### config.mk
export PLATFORM = sky130hd
export DESIGN_NAME = if_id_pipe_reg
export DESIGN_NICKNAME = d
export VERILOG_FILES = /design/src/rtl/if_id_pkg.sv /design/src/rtl/rv_instr_decode.sv /design/src/rtl/if_id_pipe_reg.sv
export SDC_FILE = /design/constraint.sdc
export NUM_CORES = 1
export LEC_CHECK = 0
export ABC_CLOCK_PERIOD_IN_PS = 8990
export BUFFER_PORTS_ARGS = -buffer_cell sky130_fd_sc_hd__buf_2
export CAP_MARGIN = 10
export CORE_UTILIZATION = 55
export DETAILED_ROUTE_END_ITERATION = 12
export PLACE_DENSITY = 0.85
export SETUP_SLACK_MARGIN = 0.02
export SLEW_MARGIN = 0
export SYNTH_ARGS = -nofsm -noshare
export SYNTH_HDL_FRONTEND = slang
export SYNTH_SLANG_ARGS = --single-unit
### constraint.sdc
create_clock -name clk -period 8.99 [get_ports clk]
set_clock_uncertainty 0.15 [all_clocks]
set_input_delay 1.798 -clock clk [delete_from_list [all_inputs] [get_ports clk]]
set_output_delay 1.798 -clock clk [all_outputs]
set_load 0.05 [all_outputs]
### src/rtl/if_id_pkg.sv
// Shared types and constants for the IF/ID pipeline register.
// Opcode map, the canonical NOP and the decoded-field layout of an RV32 instruction.
package if_id_pkg;

    typedef enum logic [6:0] {
        OP_LUI    = 7'b0110111,
        OP_AUIPC  = 7'b0010111,
        OP_JAL    = 7'b1101111,
        OP_JALR   = 7'b1100111,
        OP_BRANCH = 7'b1100011,
        OP_LOAD   = 7'b0000011,
        OP_STORE  = 7'b0100011,
        OP_IMM    = 7'b0010011,
        OP_REG    = 7'b0110011
    } opcode_e;

    // addi x0, x0, 0
    localparam logic [31:0] NOP_INSTR = 32'h0000_0013;

    typedef struct packed {
        logic [6:0] funct7;
        logic [4:0] rs2;
        logic [4:0] rs1;
        logic [2:0] funct3;
        logic [4:0] rd;
        logic [6:0] opcode;
    } instr_fields_t;

endpackage

### src/rtl/rv_instr_decode.sv
// Combinational field extraction for one RV32 instruction word.
// Immediate generation is present only when IF_ID_IMM_DECODE_EN is defined.
module rv_instr_decode
    import if_id_pkg::*;
(
    input  logic [31:0]   instr,
    output instr_fields_t fields
`ifdef IF_ID_IMM_DECODE_EN
    ,
    output logic [31:0]   imm
`endif
);

    assign fields.opcode = instr[6:0];
    assign fields.rd     = instr[11:7];
    assign fields.funct3 = instr[14:12];
    assign fields.rs1    = instr[19:15];
    assign fields.rs2    = instr[24:20];
    assign fields.funct7 = instr[31:25];

`ifdef IF_ID_IMM_DECODE_EN
    // 32-bit sign-extended immediate; R-type and unknown opcodes yield zero
    always_comb begin
        imm = '0;
        case (instr[6:0])
            OP_LOAD, OP_IMM, OP_JALR:
                imm = {{20{instr[31]}}, instr[31:20]};
            OP_STORE:
                imm = {{20{instr[31]}}, instr[31:25], instr[11:7]};
            OP_BRANCH:
                imm = {{19{instr[31]}}, instr[31], instr[7], instr[30:25], instr[11:8], 1'b0};
            OP_LUI, OP_AUIPC:
                imm = {instr[31:12], 12'b0};
            OP_JAL:
                imm = {{11{instr[31]}}, instr[31], instr[19:12], instr[20], instr[30:21], 1'b0};
            default:
                imm = '0;
        endcase
    end
`endif

endmodule

### src/rtl/if_id_pipe_reg.sv
// IF/ID pipeline register: DEPTH-entry FIFO of {instr, pc} with head-entry decode.
// Define IF_ID_IMM_DECODE_EN to add the out_imm port and immediate decode.
module if_id_pipe_reg
    import if_id_pkg::*;
#(
    parameter int XLEN  = 32,
    parameter int DEPTH = 2
) (
    input  logic                     clk,
    input  logic                     rst_n,
    input  logic                     in_valid,
    output logic                     in_ready,
    input  logic [31:0]              in_instr,
    input  logic [XLEN-1:0]          in_pc,
    input  logic                     flush,
    output logic                     out_valid,
    input  logic                     out_ready,
    output logic [31:0]              out_instr,
    output logic [XLEN-1:0]          out_pc,
    output logic [6:0]               opcode,
    output logic [4:0]               rd,
    output logic [2:0]               funct3,
    output logic [4:0]               rs1,
    output logic [4:0]               rs2,
    output logic [6:0]               funct7,
    output logic [$clog2(DEPTH):0]   count
`ifdef IF_ID_IMM_DECODE_EN
    ,
    output logic [XLEN-1:0]          out_imm
`endif
);

    localparam int PW = $clog2(DEPTH);
    localparam int CW = PW + 1;
    localparam logic [CW-1:0] FULL_COUNT = CW'(DEPTH);

    typedef struct packed {
        logic [31:0]     instr;
        logic [XLEN-1:0] pc;
    } entry_t;

    entry_t          mem [DEPTH];
    logic [PW-1:0]   wr_ptr;
    logic [PW-1:0]   rd_ptr;
    logic            push;
    logic            pop;
    instr_fields_t   fields;

    // Ready depends only on the registered count, so no out_ready -> in_ready path exists.
    assign in_ready  = (count < FULL_COUNT);
    assign out_valid = (count != '0);
    assign push      = in_valid && in_ready;
    assign pop       = out_valid && out_ready;

    always_ff @(posedge clk or negedge rst_n) begin
        if (!rst_n) begin
            count  <= '0;
            wr_ptr <= '0;
            rd_ptr <= '0;
        end else if (flush) begin
            count  <= '0;
            wr_ptr <= '0;
            rd_ptr <= '0;
        end else begin
            if (push) wr_ptr <= wr_ptr + 1'b1;
            if (pop)  rd_ptr <= rd_ptr + 1'b1;
            case ({push, pop})
                2'b10:   count <= count + 1'b1;
                2'b01:   count <= count - 1'b1;
                default: count <= count;
            endcase
        end
    end

    // Storage carries no reset; occupancy alone decides what is visible.
    always_ff @(posedge clk) begin
        if (push && !flush) begin
            mem[wr_ptr] <= '{instr: in_instr, pc: in_pc};
        end
    end

    always_comb begin
        out_instr = NOP_INSTR;
        out_pc    = '0;
        if (out_valid) begin
            out_instr = mem[rd_ptr].instr;
            out_pc    = mem[rd_ptr].pc;
        end
    end

`ifdef IF_ID_IMM_DECODE_EN
    logic [31:0] imm32;

    rv_instr_decode u_decode (
        .instr  (out_instr),
        .fields (fields),
        .imm    (imm32)
    );

    assign out_imm = XLEN'($signed(imm32));
`else
    rv_instr_decode u_decode (
        .instr  (out_instr),
        .fields (fields)
    );
`endif

    assign opcode = fields.opcode;
    assign rd     = fields.rd;
    assign funct3 = fields.funct3;
    assign rs1    = fields.rs1;
    assign rs2    = fields.rs2;
    assign funct7 = fields.funct7;

endmodule

==> flow_metrics.env, run 1 <==
export IMPL_worstPathMaxFanout=33
export IMPL_antenna_found_initial=0
export IMPL_yosysUniqueCellTypes=19
export IMPL_rsz0062_at_grt="false"
export IMPL_synth_simple_area_share=0.05636
export IMPL_yosysTopAreaCell="edfxtp_1"
export IMPL_path_class="reg -> out"
export IMPL_clock_root_buffer="clkbuf_8"
export IMPL_viasPerCell=5.064
export IMPL_area_growth_pct=24.30
export IMPL_post_route_drc_count=0
export IMPL_core_sq_um=9284
export IMPL_cp_slowest_cell="nor2_4"
export IMPL_syn_nets=394
export IMPL_holdBufCountCts=0
export IMPL_globalRouteTotalUtil=0.1963
export IMPL_cp_end_kind="output port"
export IMPL_ant_nets=0
export IMPL_synth_fa_ha_area_frac=0
export IMPL_avgSynthCellArea_sq_um=16.26
export IMPL_antennaDiodeCount=0
export IMPL_hold_path_class="reg -> reg"
export IMPL_worstPathCellList="nor2_4 > buf_4 > inv_1 > nand2_1 > buf_2"
export IMPL_outcome="finished clean"
export IMPL_fmax_mhz=221.6
export IMPL_postCtsSetupBuffers=0
export IMPL_cts_resized=0
export IMPL_period_minus_slack_ns=4.513
export IMPL_finalSetupTns_ns=0
export IMPL_max_cap_viol_count=0
export IMPL_worst_slew_pin_slew_ns=1.164
export IMPL_setup_viol=0
export IMPL_synthMuxAreaShare=0.1231
export IMPL_num_rows=35
export IMPL_vias=3099
export IMPL_drive_gt1_frac=0.4244
export IMPL_reg2regPathDepth=3
export IMPL_port_buffers=168
export IMPL_arrival_ns=2.56
export IMPL_fin_area_sq_um=6568
export IMPL_hpwl_um=5958
export IMPL_die_h_um=100.0
export IMPL_cts_htree_levels=4
export IMPL_fillerInstances=636
export IMPL_drt_iter0_markers=111
export IMPL_placedInstanceArea_sq_um=5988
export IMPL_leakage_nw=2.613
export IMPL_hold_ws_ns=0.4580
export IMPL_yosys_top_cells_area="edfxtp_1 (73%), mux2i_1 (12%), buf_4 (4.7%)"
export IMPL_slew_viol_final=0
export IMPL_grt_max_degree=66
export IMPL_peakVddDrop_v=0.0001280
export IMPL_clock_latency_ns=0.49
export IMPL_cts_sinks=132
export IMPL_post_route_period_util=0.5020
export IMPL_p_per_area_nw_per_um2=251.9
export IMPL_die_width_um=100.0
export IMPL_synthCells=325
export IMPL_synth_compound_area_frac=0.005210
export IMPL_synth_seq_cells=132
export IMPL_cts_path_max_buffers=2
export IMPL_clk_pin_slew_ns=0.06
export IMPL_synth_top_area_frac=0.7274
export IMPL_grt_pass1_vias=3053
export IMPL_synth_top_family_by_area="multiplexers"
export IMPL_io_pins=169
export IMPL_synth_seq_area_share=0.7464
export IMPL_dieArea_sq_um=10000
export IMPL_finalHoldViolations=0
export IMPL_grt_ovfl_total=0
export IMPL_cp_required_ns=7.04
export IMPL_drt_total_wl_um=9490
export IMPL_syn_area_sq_um=5284
export IMPL_gp_congestion=0.7049
export IMPL_holdPathStages=2
export IMPL_relSlewSlack=0.2240
export IMPL_slowest_delay_ns=0.57
export IMPL_numCtsBuffers=17
export IMPL_initial_core_util=0.5691
export IMPL_dr_pass1_iters=4
export IMPL_avgRoutedWirePerCell_um=15.51
export IMPL_final_common_cell="buf_2"
export IMPL_cts_tree="done"
export IMPL_finalNetCount=539
export IMPL_yosys_area_share_xor_xnor=0.003315
export IMPL_ys_warn_count=0
export IMPL_critPathLaunchType="flop"
export IMPL_mostFrequentLayoutCells="buf_2 (168), edfxtp_1 (128), mux2i_1 (65)"
export IMPL_grt_pass1_wl_um=14470
-- cells in the mapped netlist --
cell type and number:
a21o_1 1, inv_1 2, a21oi_1 2, edfxtp_1 128
dfrtp_1 4, nor2_2 1, buf_2 7, mux2i_1 65
nor3b_1 1, nor2_1 63, nand2b_2 1, nand2b_1 1
nor2b_1 2, nor3_1 1, xor2_1 2, o21ai_0 2
buf_6 5, buf_4 33, nand2_1 4
-- flip-flops by register name, summed over array words and instances (netlist names) --
| name | count |
|---|---|
| wr_ptr | 1 |
| count | 2 |
| rd_ptr | 1 |
| mem | 128 |
-- routing by layer --
| layer | up-vias | global-route usage | routed length, um |
|---|---|---|---|
| met3 | 4 | 0.06267 | 735 |
| met1 | 1500 | 0.2270 | 3867 |
| met4 | 0 | 0.06800 | 54 |
| met2 | 154 | 0.3459 | 4832 |
| met5 | - | 0 | 0 |
| li1 | 1441 | - | - |
-- final cells by class --
class / count / area, sq um / share of cell area
flip-flops and latches: 132 / 3948 / 0.6011
clock inverters: 15 / 165.2 / 0.02515
well taps: 129 / 161.4 / 0.02458
clock buffers: 17 / 414.1 / 0.06306
repair buffers: 171 / 863.3 / 0.1315
multi-input cells: 146 / 1008 / 0.1536
inverters: 2 / 7.507 / 0.001143
-- cell families (layout without fill, tap and decap cells) --
family | after synthesis | in the layout
DFF | 132 | 132
AOI/OAI and AO/OA | 5 | 5
buffers and inverters | 47 | 205
xor gates and xnor gates | 2 | 2
and+or+nand+nor | 74 | 74
muxes | 65 | 65
-- report_power, final --
part           internal (W)  leakage (nW)  total, W  switching [W]
combinational     0.0000658          1.11  0.000267       0.000202
clock              0.000419         0.276  0.000661       0.000242
sequential         0.000705          1.23  0.000726      0.0000210
total               0.00119          2.61   0.00165       0.000465
-- critical path: cells and delay by family (launching register included) --
| kind | cells | cell delay (ns) |
|---|---|---|
| buffers and inverters | 3 | 0.89 |
| and+or+nand+nor | 2 | 0.71 |
| DFF | 1 | 0.45 |
-- through the flow --
step                      std cells  power [W]  utilization  setup WS [ns]
after CTS                       612   0.001670       0.7074          4.414
final                           612   0.001654       0.7074          4.477
after detailed placement        580   0.001007       0.6450          4.953
after global routing            612   0.001710       0.7074          4.250
after floorplan                 325  0.0009587            -          1.655
after global placement          580   0.001001       0.6450          5.017
-- path summary, 6_finish.rpt --
check / startpoint / to / slack (ns)
min in group asynchronous: rst_n / rd_ptr / 0.96
min: wr_ptr / wr_ptr / 0.46
max reg2reg: count[1] / mem[1][8] / 6.78
max: count[0] / opcode[1] / 4.48
min reg2reg: wr_ptr / wr_ptr / 0.46
max in group asynchronous: rst_n / rd_ptr / 7.60
(Power assumes the default switching activity.)
==> inputs of run 2 (changes only) <==
Settings changed: ABC_AREA set to 1, ABC_CLOCK_PERIOD_IN_PS 8990 to 3610, CORE_UTILIZATION 55 to 46, PLACE_DENSITY 0.85 to 0.76.
Clock period 8.99 ns to 3.61 ns, I/O delays scaled along.
==> run 2 against run 1 <==
Compared with the run above: largest cell class unchanged; sequential share of layout area is 0.27 points lower; critical path depth stayed put; final area is 0.38% higher; clock power is 140% higher; utilization is 11 points lower; highest routed layer unchanged; die area is 18% higher; cell count is 15% higher; area after synthesis is 0.85% lower; largest power group is now combinational logic; combinational power grew to 7.3 times the previous value.
==> flow_metrics.env, run 2 <==
export IMPL_clock_latency_ns=0.40
export IMPL_finalSetupTns_ns=0
export IMPL_post_route_period_util=0.8438
export IMPL_cts_sinks=132
export IMPL_io_pins=169
export IMPL_hold_path_class="in -> reg"
export IMPL_synth_seq_area_share=0.7528
export IMPL_fmax_mhz=328.3
export IMPL_r2r_start="count[1]"
export IMPL_finalNetCount=619
export IMPL_core_sq_um=10980
export IMPL_peakVddDrop_v=0.0004085
export IMPL_grt_ovfl_total=0
export IMPL_syn_nets=477
export IMPL_fillerInstances=883
export IMPL_yosysUniqueCellTypes=17
export IMPL_avgRoutedWirePerCell_um=14.92
export IMPL_hold_start="in_pc[24]"
export IMPL_finalHoldViolations=0
export IMPL_critPathLaunchType="flop"
export IMPL_die_width_um=108.7
export IMPL_drive_gt1_frac=0.3819
export IMPL_port_buffers=168
export IMPL_avgSynthCellArea_sq_um=12.84
export IMPL_largest_register_ffs=128
export IMPL_numCtsBuffers=17
export IMPL_drt_iter0_markers=213
export IMPL_drt_total_wl_um=10510
export IMPL_setup_viol=0
export IMPL_cp_slowest_cell="inv_2"
export IMPL_synthArstFlopShare=0.03030
export IMPL_worstPathMaxFanout=34
export IMPL_gp_congestion=0.7646
export IMPL_worst_slew_pin_slew_ns=0.7511
export IMPL_yosysTopAreaCell="edfxtp_1"
export IMPL_vias=3492
export IMPL_cts_path_max_buffers=2
export IMPL_synth_common_cells="nand2_1 (138), edfxtp_1 (128), a21oi_1 (62)"
export IMPL_grt_max_degree=65
export IMPL_top_regs="mem (128), count (2)"
export IMPL_slew_viol_final=0
export IMPL_yosys_top_cells_area="edfxtp_1 (73%), nand2_1 (9.9%), a21oi_1 (5.9%)"
export IMPL_relSlewSlack=0.4981
export IMPL_period_minus_slack_ns=3.046
export IMPL_grt_pass1_vias=3355
export IMPL_hpwl_um=6657
export IMPL_worstPathCellList="inv_2 > buf_12 > nand2_1 > a21oi_1 > buf_2"
export IMPL_cp_startpoint="rd_ptr"
export IMPL_synth_top_area_frac=0.7337
export IMPL_final_common_cell="buf_2"
export IMPL_ys_warn_count=0
export IMPL_grt_pass1_wl_um=15900
export IMPL_dr_pass1_iters=4
export IMPL_globalRouteTotalUtil=0.1837
export IMPL_multi_input_area_sq_um=954.7
export IMPL_hold_ws_ns=0.3524
export IMPL_ff_latch_area_sq_um=3945
export IMPL_post_route_drc_count=0
export IMPL_synth_edf_count=128
export IMPL_clock_root_buffer="clkbuf_16"
export IMPL_clk_pin_slew_ns=0.06
export IMPL_cp_end_kind="output port"
export IMPL_cts_tree="done"
export IMPL_mostFrequentLayoutCells="buf_2 (168), nand2_1 (138), edfxtp_1 (128)"
export IMPL_synth_seq_cells=132
export IMPL_dieArea_sq_um=11820
export IMPL_max_cap_viol_count=0
export IMPL_rsz0062_at_grt="false"
export IMPL_regMostFlops="mem"
export IMPL_postCtsSetupBuffers=0
export IMPL_synthCells=408
export IMPL_viasPerCell=4.960
export IMPL_path_class="reg -> out"
export IMPL_initial_core_util=0.4770
export IMPL_leakage_nw=2.772
export IMPL_ant_nets=0
export IMPL_die_h_um=108.7
export IMPL_arrival_ns=2.17
export IMPL_area_growth_pct=25.84
export IMPL_synth_top_flop_cell="edfxtp_1"
export IMPL_antenna_found_initial=1
export IMPL_syn_area_sq_um=5239
export IMPL_synth_most_common_cell="nand2_1"
export IMPL_p_per_area_nw_per_um2=814.2
export IMPL_outcome="finished clean"
export IMPL_cp_required_ns=2.74
export IMPL_cts_htree_levels=4
export IMPL_slowest_delay_ns=0.46
export IMPL_num_rows=38
-- run 2: logic make-up (layout without fill, tap and decap cells) --
group,after synthesis,count (layout),synth area share
buffers and inverters,58,213,0.06879
other,0,1,0
AOI/OAI and AO/OA,64,64,0.06138
DFF,132,132,0.7528
and+or+nand+nor,154,154,0.1170
-- run 2: repair_timing --
item                                    4_1_cts  5_1_grt
hold endpoints to repair                      4        0
endpoints found under the setup margin        0        0
resized for setup                             0        0
hold buffers                                  1        0
-- run 2: path summary, 6_finish.rpt --
| check | endpoint | slack, ns | cells past startpoint |
|---|---|---|---|
| worst max-delay path | rs1[0] | 0.56 | 5 |
| worst min-delay path | mem[0][24] | 0.35 | 1 |
| worst max register to register | mem[0][0] | 1.68 | 6 |
| worst min register to register | wr_ptr | 0.43 | 1 |
| max in group asynchronous | rd_ptr | 2.66 | 2 |
| min in group asynchronous | count[1] | 0.52 | 2 |
-- run 2: metal layers --
layer	track usage	share of wire
met2	0.3124	0.52
met3	0.04603	0.056
met4	0.1004	0.023
met1	0.2132	0.40
met5	0	0
-- run 2: power breakdown --
group	leakage (nW)	switching (W)	internal [W]
Combinational	1.28	0.00159	0.000366
Sequential	1.23	0.0000325	0.00179
Clock	0.269	0.000587	0.000997
Total	2.77	0.00221	0.00316
-- run 2: cell type report --
class | count | area share
flip-flops and latches | 132 | 0.5984
multi-input cells | 218 | 0.1448
repair buffers | 175 | 0.1416
clock buffers | 23 | 0.07250
well taps | 140 | 0.02657
clock inverters | 9 | 0.01234
inverters | 6 | 0.003416
diodes | 1 | 0.0003796
-- run 2: critical path, delay by kind of cell, from the launching register on --
family	cells	cell delay, ns
flip-flops	1	0.40
buffers and inverters	3	1.05
AND/OR/NAND/NOR	1	0.07
AO/OA/AOI/OAI	1	0.24
-- run 2: per-stage QoR --
stage / total power, W / instance area (sq um) / util / setup WS, ns / instances
finish: 0.005368 / 6593 / 0.6003 / 0.5637 / 704
global placement: 0.003805 / 6021 / 0.5482 / 0.9622 / 670
global route: 0.005590 / 6593 / 0.6003 / 0.4137 / 704
CTS: 0.005413 / 6590 / 0.6000 / 0.5151 / 703
detailed placement: 0.003824 / 6021 / 0.5482 / 0.9677 / 670
floorplan: 0.003489 / 5244 / - / 0.1568 / 408
==> inputs of run 3 (changes only) <==
Settings changed: ABC_CLOCK_PERIOD_IN_PS 3610 to 2580.
Clock period 3.61 ns to 2.58 ns, I/O delays scaled along.
==> run 3 against run 2 <==
Compared with the run above: worst hold slack got worse by 0.20 ns; combinational power up 42%; final area is 0.74% higher; utilization up 0.44 points; via count about the same; wire length is 2.5% higher; clock power grew 40%; critical path depth stayed put; first-iteration DRC count shrank 22%; total power up 41%; sequential share of layout area fell by 0.42 points; largest power group unchanged; highest routed layer is now met5.
==> flow_metrics.env, run 3 (synthesized netlist as in run 2, its figures left out) <==
export IMPL_outcome="finished clean"
export IMPL_postCtsSetupBuffers=0
export IMPL_hold_path_class="in -> reg"
export IMPL_die_width_um=108.7
export IMPL_hpwl_um=6950
export IMPL_hold_start="in_pc[27]"
export IMPL_arrival_ns=1.83
export IMPL_leakage_nw=2.794
export IMPL_setup_viol=0
export IMPL_dieArea_sq_um=11820
export IMPL_drt_iter0_markers=166
export IMPL_worst_slew_pin_slew_ns=0.4938
export IMPL_holdPathEnd="mem[1][27]"
export IMPL_cts_tree="done"
export IMPL_period_minus_slack_ns=2.500
export IMPL_worstPathMaxFanout=20
export IMPL_cts_path_max_buffers=2
export IMPL_area_growth_pct=26.77
export IMPL_grt_pass1_wl_um=16260
export IMPL_cp_required_ns=1.91
export IMPL_drive_gt1_frac=0.3845
export IMPL_post_route_period_util=0.9690
export IMPL_timing_rr_end="mem[0][14]"
export IMPL_mostFrequentLayoutCells="buf_2 (166), nand2_1 (138), edfxtp_1 (128)"
export IMPL_relSlewSlack=0.6708
export IMPL_regMostFlops="mem"
export IMPL_initial_core_util=0.4770
export IMPL_clk_pin_slew_ns=0.05
export IMPL_viasPerCell=4.936
export IMPL_critPathLaunchType="flop"
export IMPL_clock_latency_ns=0.40
export IMPL_finalNetCount=623
export IMPL_antenna_found_initial=3
export IMPL_finalSetupTns_ns=0
export IMPL_fmax_mhz=400.0
export IMPL_core_sq_um=10980
export IMPL_slew_viol_final=0
export IMPL_gp_congestion=0.7381
export IMPL_path_class="reg -> out"
export IMPL_die_h_um=108.7
export IMPL_final_common_cell="buf_2"
export IMPL_num_rows=38
export IMPL_post_route_drc_count=0
export IMPL_drt_total_wl_um=10770
export IMPL_cts_htree_levels=4
export IMPL_vias=3495
export IMPL_holdPathStages=1
export IMPL_cp_end_kind="output port"
export IMPL_avgRoutedWirePerCell_um=15.21
export IMPL_hold_ws_ns=0.1536
export IMPL_largest_register_ffs=128
export IMPL_peakVddDrop_v=0.0006464
export IMPL_grt_ovfl_total=0
export IMPL_dr_pass1_iters=4
export IMPL_cts_sinks=132
export IMPL_finalHoldViolations=0
export IMPL_r2r_slack_ns=0.62
export IMPL_max_cap_viol_count=0
export IMPL_port_buffers=168
export IMPL_rsz0062_at_grt="true"
export IMPL_numCtsBuffers=17
export IMPL_reg2regPathDepth=6
export IMPL_globalRouteTotalUtil=0.1890
export IMPL_r2r_start="count[1]"
export IMPL_grt_max_degree=65
export IMPL_clock_root_buffer="clkbuf_16"
export IMPL_fillerInstances=893
export IMPL_top_regs="mem (128), count (2)"
export IMPL_ant_nets=0
export IMPL_p_per_area_nw_per_um2=1139
export IMPL_grt_pass1_vias=3421
export IMPL_io_pins=169
==> run 3: cell count changes in the layout (fill, tap and decap cells not counted), moves of 2 or more <==
cell / change
buf_2: -2
clkinvlp_4: -2
buf_6: +2
buf_4: +3
clkbuf_1: +3
==> run 3: report_power, final <==
part | switching, W | internal (W)
Combinational | 0.00224 | 0.000545
Clock | 0.000789 | 0.00142
Sequential | 0.0000522 | 0.00251
Total | 0.00308 | 0.00448
==> run 3: final cells by class <==
type	instances	area, sq um	share of cell area
Multi-Input combinational cell	218	958.4	0.1443
Antenna cell	1	2.502	0.0003768
Sequential cell	132	3946	0.5942
Tap cell	140	175.2	0.02638
Clock buffer	27	503.0	0.07573
Clock inverter	5	52.55	0.007913
Inverter	6	27.53	0.004145
Timing Repair Buffer	179	975.9	0.1469
==> run 3: layer usage <==
metal	vias up	global-route usage	share of wire
met4	4	0.09846	0.014
li1	1679	-	-
met3	15	0.06455	0.069
met1	1664	0.2020	0.38
met2	133	0.3300	0.54
met5	-	0	0.0021
==> run 3: repair_timing <==
item	in CTS	in global routing
endpoints found under the setup margin	0	8
hold endpoints to repair	4	0
gates resized for setup	0	6
hold buffers	1	0
==> run 3: worst max-delay path, cell delays in order (launching register included) <==
cell and delay [ns]:
dfrtp_2 0.45, inv_2 0.10, buf_4 0.24, nand2_1 0.10, a21oi_1 0.22, buf_2 0.31
==> run 3: through the flow <==
stage	cells	util	power [W]	setup slack [ns]	cell area (sq um)
after floorplan	408	-	0.004887	-0.2359	5260
after global placement	674	0.5515	0.005364	0.5156	6057
after detailed placement	674	0.5515	0.005397	0.4784	6057
after CTS	707	0.6030	0.007627	0.03924	6623
after global routing	707	0.6045	0.007866	-0.003005	6639
final	708	0.6047	0.007565	0.08003	6641
==> run 3: worst max-delay path by stage <==
| stage | from | slack (ns) | end |
|---|---|---|---|
| 6_report | rd_ptr | 0.08 | out_instr[6] |
| 5_1_grt | rd_ptr | -0.003 | out_instr[6] |
| 4_1_cts | rd_ptr | 0.04 | funct3[1] |
| 3_5_place_dp | rd_ptr | 0.48 | funct3[1] |
| 3_3_place_gp | rd_ptr | 0.52 | out_instr[13] |
| 2_1_floorplan | count[0] | -0.24 | out_instr[12] |
